===== config.mk =====
export PLATFORM = sky130hd
export DESIGN_NAME = sad_scan_controller
export DESIGN_NICKNAME = d
export VERILOG_FILES = /design/src/rtl/sad_scan_controller.sv
export SDC_FILE = /design/constraint.sdc
export NUM_CORES = 1
export LEC_CHECK = 0
export CORE_ASPECT_RATIO = 1.4
export CORE_UTILIZATION = 46
export CTS_CLUSTER_DIAMETER = 80
export DETAILED_ROUTE_END_ITERATION = 10
export GPL_TIMING_DRIVEN = 1
export PLACE_DENSITY = 0.87
export SLEW_MARGIN = 20
export SYNTH_ARGS = -nofsm -noshare
export SYNTH_HDL_FRONTEND = slang
export SYNTH_SLANG_ARGS = --single-unit

===== constraint.sdc =====
create_clock -name i_clock -period 2.4 [get_ports i_clock]
set_input_delay 0.48 -clock i_clock [delete_from_list [all_inputs] [get_ports i_clock]]
set_output_delay 0.48 -clock i_clock [all_outputs]
set_load 0.005 [all_outputs]

===== src/rtl/sad_scan_controller.sv =====
// sad_scan_controller: raster-scans every template window of the frame,
// strobes the PE array, and tracks the minimum-SAD window position.
// Ports: i_clock, i_reset_n (async, active-low), i_start, i_ram_ready,
//   i_pe_sad in; o_ram_addr, o_rom_addr, o_win_x, o_pe_reset, o_pe_shift,
//   o_pe_match, o_busy, o_valid, o_x_out, o_y_out, o_best_sad out.
// Option: SAD_EARLY_EXIT_EN ends the scan on the first zero-SAD window.
module sad_scan_controller #(
  parameter int IMG_W = 640,
  parameter int IMG_H = 480,
  parameter int TPL   = 8,
  parameter int SAD_W = 16
) (
  input  logic             i_clock,
  input  logic             i_reset_n,
  input  logic             i_start,
  input  logic             i_ram_ready,
  input  logic [SAD_W-1:0] i_pe_sad,
  output logic [8:0]       o_ram_addr,
  output logic [11:0]      o_rom_addr,
  output logic [9:0]       o_win_x,
  output logic             o_pe_reset,
  output logic             o_pe_shift,
  output logic             o_pe_match,
  output logic             o_busy,
  output logic             o_valid,
  output logic [9:0]       o_x_out,
  output logic [8:0]       o_y_out,
  output logic [SAD_W-1:0] o_best_sad
);

  localparam int KW = (TPL > 1) ? $clog2(TPL) : 1;
  localparam logic [KW-1:0] K_LAST = KW'(TPL - 1);
  localparam logic [9:0]    X_LAST = 10'(IMG_W - TPL);
  localparam logic [8:0]    Y_LAST = 9'(IMG_H - TPL);

  typedef enum logic [2:0] {
    S_IDLE, S_WAIT, S_PRST, S_SHIFT, S_MATCH, S_CMP, S_DONE
  } state_t;

  state_t           r_state;
  logic [KW-1:0]    r_k;
  logic [9:0]       r_x_pos;
  logic [8:0]       r_y_pos;
  logic [8:0]       r_ram_addr;
  logic [11:0]      r_rom_addr;
  logic             r_pe_reset;
  logic             r_pe_shift;
  logic             r_pe_match;
  logic             r_busy;
  logic             r_valid;
  logic [9:0]       r_x_out;
  logic [8:0]       r_y_out;
  logic [SAD_W-1:0] r_best;

  logic w_last;
  logic w_zero;
  logic w_better;

  assign w_last   = (r_x_pos == X_LAST) && (r_y_pos == Y_LAST);
  assign w_better = (i_pe_sad < r_best);
`ifdef SAD_EARLY_EXIT_EN
  assign w_zero = (i_pe_sad == '0);
`else
  assign w_zero = 1'b0;
`endif

  always_ff @(posedge i_clock or negedge i_reset_n) begin
    if (!i_reset_n) begin
      r_state    <= S_IDLE;
      r_k        <= '0;
      r_x_pos    <= '0;
      r_y_pos    <= '0;
      r_ram_addr <= '0;
      r_rom_addr <= '0;
      r_pe_reset <= 1'b0;
      r_pe_shift <= 1'b0;
      r_pe_match <= 1'b0;
      r_busy     <= 1'b0;
      r_valid    <= 1'b0;
      r_x_out    <= '0;
      r_y_out    <= '0;
      r_best     <= '1;
    end else begin
      r_pe_reset <= 1'b0;
      r_pe_shift <= 1'b0;
      r_pe_match <= 1'b0;
      r_valid    <= 1'b0;
      unique case (r_state)
        S_IDLE: begin
          if (i_start) begin
            r_state <= S_WAIT;
            r_busy  <= 1'b1;
            r_x_pos <= '0;
            r_y_pos <= '0;
            r_best  <= '1;
            r_x_out <= '0;
            r_y_out <= '0;
          end
        end
        S_WAIT: begin
          if (i_ram_ready) begin
            r_state    <= S_PRST;
            r_pe_reset <= 1'b1;
            r_k        <= '0;
          end
        end
        S_PRST: begin
          r_state    <= S_SHIFT;
          r_pe_shift <= 1'b1;
          r_k        <= '0;
          r_ram_addr <= r_y_pos;
          r_rom_addr <= '0;
        end
        S_SHIFT: begin
          if (r_k == K_LAST) begin
            r_state    <= S_MATCH;
            r_pe_match <= 1'b1;
          end else begin
            r_pe_shift <= 1'b1;
            r_k        <= r_k + 1'b1;
            r_ram_addr <= r_y_pos + 9'(r_k) + 9'd1;
            r_rom_addr <= 12'(r_k) + 12'd1;
          end
        end
        S_MATCH: begin
          r_state <= S_CMP;
        end
        S_CMP: begin
          if (w_better) begin
            r_best  <= i_pe_sad;
            r_x_out <= r_x_pos;
            r_y_out <= r_y_pos;
          end
          if (w_last || w_zero) begin
            r_state <= S_DONE;
            r_valid <= 1'b1;
            r_busy  <= 1'b0;
          end else begin
            r_state    <= S_PRST;
            r_pe_reset <= 1'b1;
            r_k        <= '0;
          end
          // A perfect match keeps the position of the window that ended the scan.
          if (!w_zero) begin
            if (r_x_pos == X_LAST) begin
              r_x_pos <= '0;
              if (!w_last) r_y_pos <= r_y_pos + 9'd1;
            end else begin
              r_x_pos <= r_x_pos + 10'd1;
            end
          end
        end
        S_DONE: begin
          r_state <= S_IDLE;
        end
        default: begin
          r_state <= S_IDLE;
        end
      endcase
    end
  end

  assign o_ram_addr = r_ram_addr;
  assign o_rom_addr = r_rom_addr;
  assign o_win_x    = r_x_pos;
  assign o_pe_reset = r_pe_reset;
  assign o_pe_shift = r_pe_shift;
  assign o_pe_match = r_pe_match;
  assign o_busy     = r_busy;
  assign o_valid    = r_valid;
  assign o_x_out    = r_x_out;
  assign o_y_out    = r_y_out;
  assign o_best_sad = r_best;

endmodule


# [Word-level counts from Yosys, hierarchy flattened]
# Index checks and enable logic that the tools add are counted.
[totals] reg_bits=86 out_inout_bits=71 inputBits=20 elab_cells=88
[classes] n_addsub=6 reduce_logical=12 n_lt_le_gt_ge=1 mux=39 n_eq_ne=16
[ops] operator="one-hot mux 9 bit (2 select lines)" count=3
[ops] operator="2-to-1 mux 9 bit" count=5
[ops] operator="one-hot mux 10 bit (2 select lines)" count=2
[ops] operator="2-to-1 mux 16 bit" count=2
[ops] operator="one-hot mux 16 bit (2 select lines)" count=1
[ops] operator="2-to-1 mux 10 bit" count=3
[ops] operator="one-hot mux 12 bit (2 select lines)" count=1
[ops] operator="2-to-1 mux 3 bit" count=7
[ops] operator="adder 9 x 1 -> 9 bit, second input constant" count=2
[ops] operator="one-hot mux 3 bit (6 select lines)" count=1
[ops] operator="< comparator 16 bit" count=1
[ops] operator="inequality test 2 bit, second input constant" count=8
[ops] operator="2-to-1 mux 12 bit" count=1
[ops] operator="one-hot mux 3 bit (4 select lines)" count=1
[ops] operator="adder 10 x 1 -> 10 bit, second input constant" count=1
[ops] operator="== test 10 bit, second input constant" count=1
[ops] operator="adder 9 x 3 -> 9 bit" count=1
[ops] operator="== test 3 bit, second input constant" count=3
[ops] operator="== test 9 bit, second input constant" count=1
[ops] operator="2-to-1 mux 1 bit" count=9
[ops] operator="AND reduction 3 bit" count=3
[ops] operator="AND reduction 4 bit" count=2
[ops] operator="== test 3 x 2 -> 1 bit, second input constant" count=2
[ops] operator="one-hot mux 1 bit (2 select lines)" count=3
[ops] operator="other kinds (8)" count=10

# [Logic depth before layout (Yosys ltp)]
[logic_depth] depth_word=5 ltp_mapped=9

# [Worst setup path before layout]
# OpenSTA, ideal clock, no wires.
[synth_path] path_type="register to register" startpoint="reg r_best[7], in the netlist o_best_sad[7]" endpoint="reg r_x_out[0], in the netlist o_x_out[0]" path_buffers=2 arrival_ns=2.211 setup_time_ns=0.076 required_time_ns=2.324 slack_ns=0.112 stages_incl_launch_ff=10 path_cell_list="dfstp_2 inv_1 ha_1 and3_1 a221oi_1 o32a_1 buf_2 buf_2 nand3_1 o21ai_1"
[synth_via] elab_chain_cells=3
[synth_lines] item="start: declaration" line="53" text="logic [SAD_W-1:0] r_best;"
[synth_lines] item="start signal: assignment" line="130" text="r_best <= i_pe_sad;"
[synth_lines] item="< comparator 16 bit" line="60" text="assign w_better = (i_pe_sad < r_best);"
[synth_lines] item="inequality test 2 bit (no source line)"
[synth_lines] item="AND reduction 3 bit (no source line)"
[synth_lines] item="end signal: assignment" line="131" text="r_x_out <= r_x_pos;"
[synth_lines] item="end: declaration" line="51" text="logic [9:0] r_x_out;"
# Every way passes these cells.
# A chain may end at the register's enable or synchronous reset.

# [Worst setup path after layout]
[layout_path] startpoint="in i_pe_sad[3]" endpoint="reg r_x_out[1], in the netlist o_x_out[1]"
[layout_via] elab_chain_cells=3
[layout_lines] item="start: declaration" line="17" text="input logic [SAD_W-1:0] i_pe_sad,"
[layout_lines] item="< comparator 16 bit" line="60"
[layout_lines] item="inequality test 2 bit (no source line)"
[layout_lines] item="AND reduction 3 bit (no source line)"
# Every way passes these cells.

==> out/metrics.yaml <==
status: "completed"
synth_edf_count: 0
vias_per_cell: 5.73
fin_util: 0.639
synth_top_family_by_area: "simple AND/OR/NAND/NOR gates"
worst_slack_ps: 99.9
postRouteWirelength_mm: 10.5
path_depth: 8
crit_path_max_fanout: 16
clock_skew_ps: 8.08
relSlewSlack: 0.585
cts_buffer_depth: 2
cts_made_buffers: 9
yosysMostFrequentCell: "dfrtp_1"
ant_nets: 0
io_buffers: 82
clk_latency_ps: 340
synth_cell_type_count: 56
ys.flop_type: "dfrtp_1"
place_ws_ps: -322
gp_congestion: 0.838
die_h_um: 114
detail_route.first_pass.iterations: 4
synth_area_leaders: "dfrtp_1 (37%), dfstp_2 (10%), ha_1 (7.2%)"
peakVddDrop_v: 0.000406
synth.mux.area_fraction: 0.00993
synth_compound_gate_area_share: 0.156
drt_iter0_drc: 198
post_drt_wl_per_cell_um: 16.3
synth.top_cell.area_share: 0.373
synth_cells: 443
ys_seq_elements: 78
async_flop_share: 1.00
max_stage_delay_ps: 460
cts_root_buf: "clkbuf_16"
yosys_warnings: 0
whs_ps: 79.9
fin_crit_sh: 0.958
place_area_mm2: 0.00519
cts_tree: "yes"
stdcell_area_mm2: 0.00554
r2r_cells: 8
num_rows: 40
hold_viol: 0
die_x_um: 82.3
insertedDiodeCount: 0
grt_pass1_vias: 3770
gr-total-overflow: 0
synth-xor-area-share: 0.0253
crit_type: "in2reg"
crit_family: "compound AO/OA/AOI/OAI gates"
fmaxAchievable_mhz: 435
track_usage: 0.239
htreeDepth: 3
yosys.area.top_type: "dfrtp_1"
p_per_area_mw_per_mm2: 707
worstPathCellList: "clkdlybuf4s50_1 -> ha_1 -> o21ai_1 -> a2111o_1 -> o32a_1 -> nand2_2 -> buf_12 -> mux2i_1"
crit_path_end_kind: "flip-flop"
yosysSeqAreaShare: 0.474
path_buf_inv: 2
drive_gt1_frac: 0.135
vias: 3700
avgSynthCellArea_um2: 9.38
power.static_leakage_nw: 2.43
grt_max_degree: 48
grt_first_pass_wirelength_mm: 17.0
cp_data_required_time_ps: 2660
top_level_ports: 91
hold_class: "in2async"
die_area_mm2: 0.00942
post_cts_buffers: 0
cts.sinks: 78
finish.net_count: 581
detailed_place_hpwl_mm: 7.54
drv_cap: 0
remaining_drc_errors: 0
fp.coreArea_mm2: 0.00866
synth-simple-area-share: 0.190
max_slew.worst_pin.slew_ps: 620
clk_pin_slew_ps: 60
slowest_stage: "a2111o_1"
final.min_clock_period_ps: 2300
setup_tns_ps: 0
antenna_found_initial: 0
synthesis.area_mm2: 0.00416
worstPathArrival_ps: 2560
area.growth.synth_to_final_pct: 33.2
drv_slew: 0
ys_top_cells_by_count: "dfrtp_1 (62), nand2_1 (58), inv_1 (31), nand3_1 (28), o21ai_0 (27)"
setup_viol: 0
start_kind: "input port"
initial_core_util: 0.480
synth-adder-area-share: 0.0771
[timing repair]
item                                    in CTS  in global routing
endpoints found under the setup margin       0                 32
resized for setup                            0                 17
hold buffers                                 0                  0
[where the power goes]
part	total (mW)	internal (mW)	switching [mW]
Sequential	1.69	1.57	0.119
Clock	1.24	0.725	0.514
Combinational	0.988	0.576	0.411
[metrics by stage]
step | total power [mW] | cells
after detailed placement | 2.65 | 630
final | 3.91 | 646
after global routing | 4.13 | 646
after CTS | 3.91 | 646
after global placement | 2.60 | 630
after floorplan | 2.04 | 450
[cell usage in the layout (no fill, tap or decap), types with 4 or more instances in the layout]
cell,n
a21oi_1,12
a22o_1,6
a31oi_1,17
and3_1,5
buf_4,19
clkbuf_16,9
clkdlybuf4s50_1,77
conb_1,8
dfrtp_1,62
dfstp_2,16
dlymetal6s2s_1,4
ha_1,20
ha_4,4
inv_1,27
inv_2,4
nand2_1,57
nand3_1,28
nand4_1,6
nor2_1,18
nor3_1,19
o21ai_0,26
o21ai_1,23
or3_1,6
xnor2_1,9
[cell families (layout without fill, tap and decap cells)]
| kind of cell | count (synthesis) | in the layout |
|---|---|---|
| AOI/OAI and AO/OA | 103 | 103 |
| xor gates and xnor gates | 12 | 12 |
| adders and majority gates | 25 | 25 |
| buffers and inverters | 61 | 152 |
| DFF | 78 | 78 |
| muxes | 4 | 4 |
| other | 1 | 8 |
| and+or+nand+nor | 159 | 159 |
[final cells by class]
type | instances | area [um2]
clock inverters | 4 | 25.0
inverters | 31 | 116
flip-flops and latches | 78 | 1970
well taps | 105 | 131
multi-input cells | 311 | 2000
repair buffers | 105 | 1050
clock buffers | 12 | 246
fillers | 689 | 3120
[metal layers]
metal | up-vias | routed length (um) | GRT usage
met1 | 1802 | 3930 | 0.268
met2 | 132 | 5710 | 0.424
met5 | - | 0 | 0
met4 | 0 | 269 | 0.109
li1 | 1742 | - | -
met3 | 24 | 600 | 0.0478
[registers in the layout (all words and copies together), names as in the netlist]
register and count:
o_best_sad 16, o_win_x 10, o_x_out 10, o_ram_addr 9, o_y_out 9, r_y_pos 9
o_rom_addr 4, r_k 3, r_state 3, o_busy 1, o_pe_match 1, o_pe_reset 1
o_pe_shift 1, o_valid 1
[worst register-to-register path: cells and delay by family (launching register included)]
family                     cells  cell delay (ps)
and+or+nand+nor                2              230
DFF                            1              540
adders and majority gates      1              260
muxes                          1              200
buffers and inverters          2              190
AOI/OAI and AO/OA              2              790
[path summary, 6_finish.rpt]
check	to	slack (ps)	from
max	o_x_out[1]$_DFFE_PN0P_	100	i_pe_sad[3]
min	o_pe_match$_DFF_PN0_	80	i_reset_n
max reg2reg	o_x_out[1]$_DFFE_PN0P_	100	o_best_sad[13]$_DFFE_PN1P_
min reg2reg	o_ram_addr[7]$_DFFE_PN0P_	480	o_ram_addr[7]$_DFFE_PN0P_
max in group asynchronous	o_best_sad[0]$_DFFE_PN1P_	1670	i_reset_n
min in group i_clock	o_ram_addr[7]$_DFFE_PN0P_	480	o_ram_addr[7]$_DFFE_PN0P_
Power figures use the tool's default switching activity.
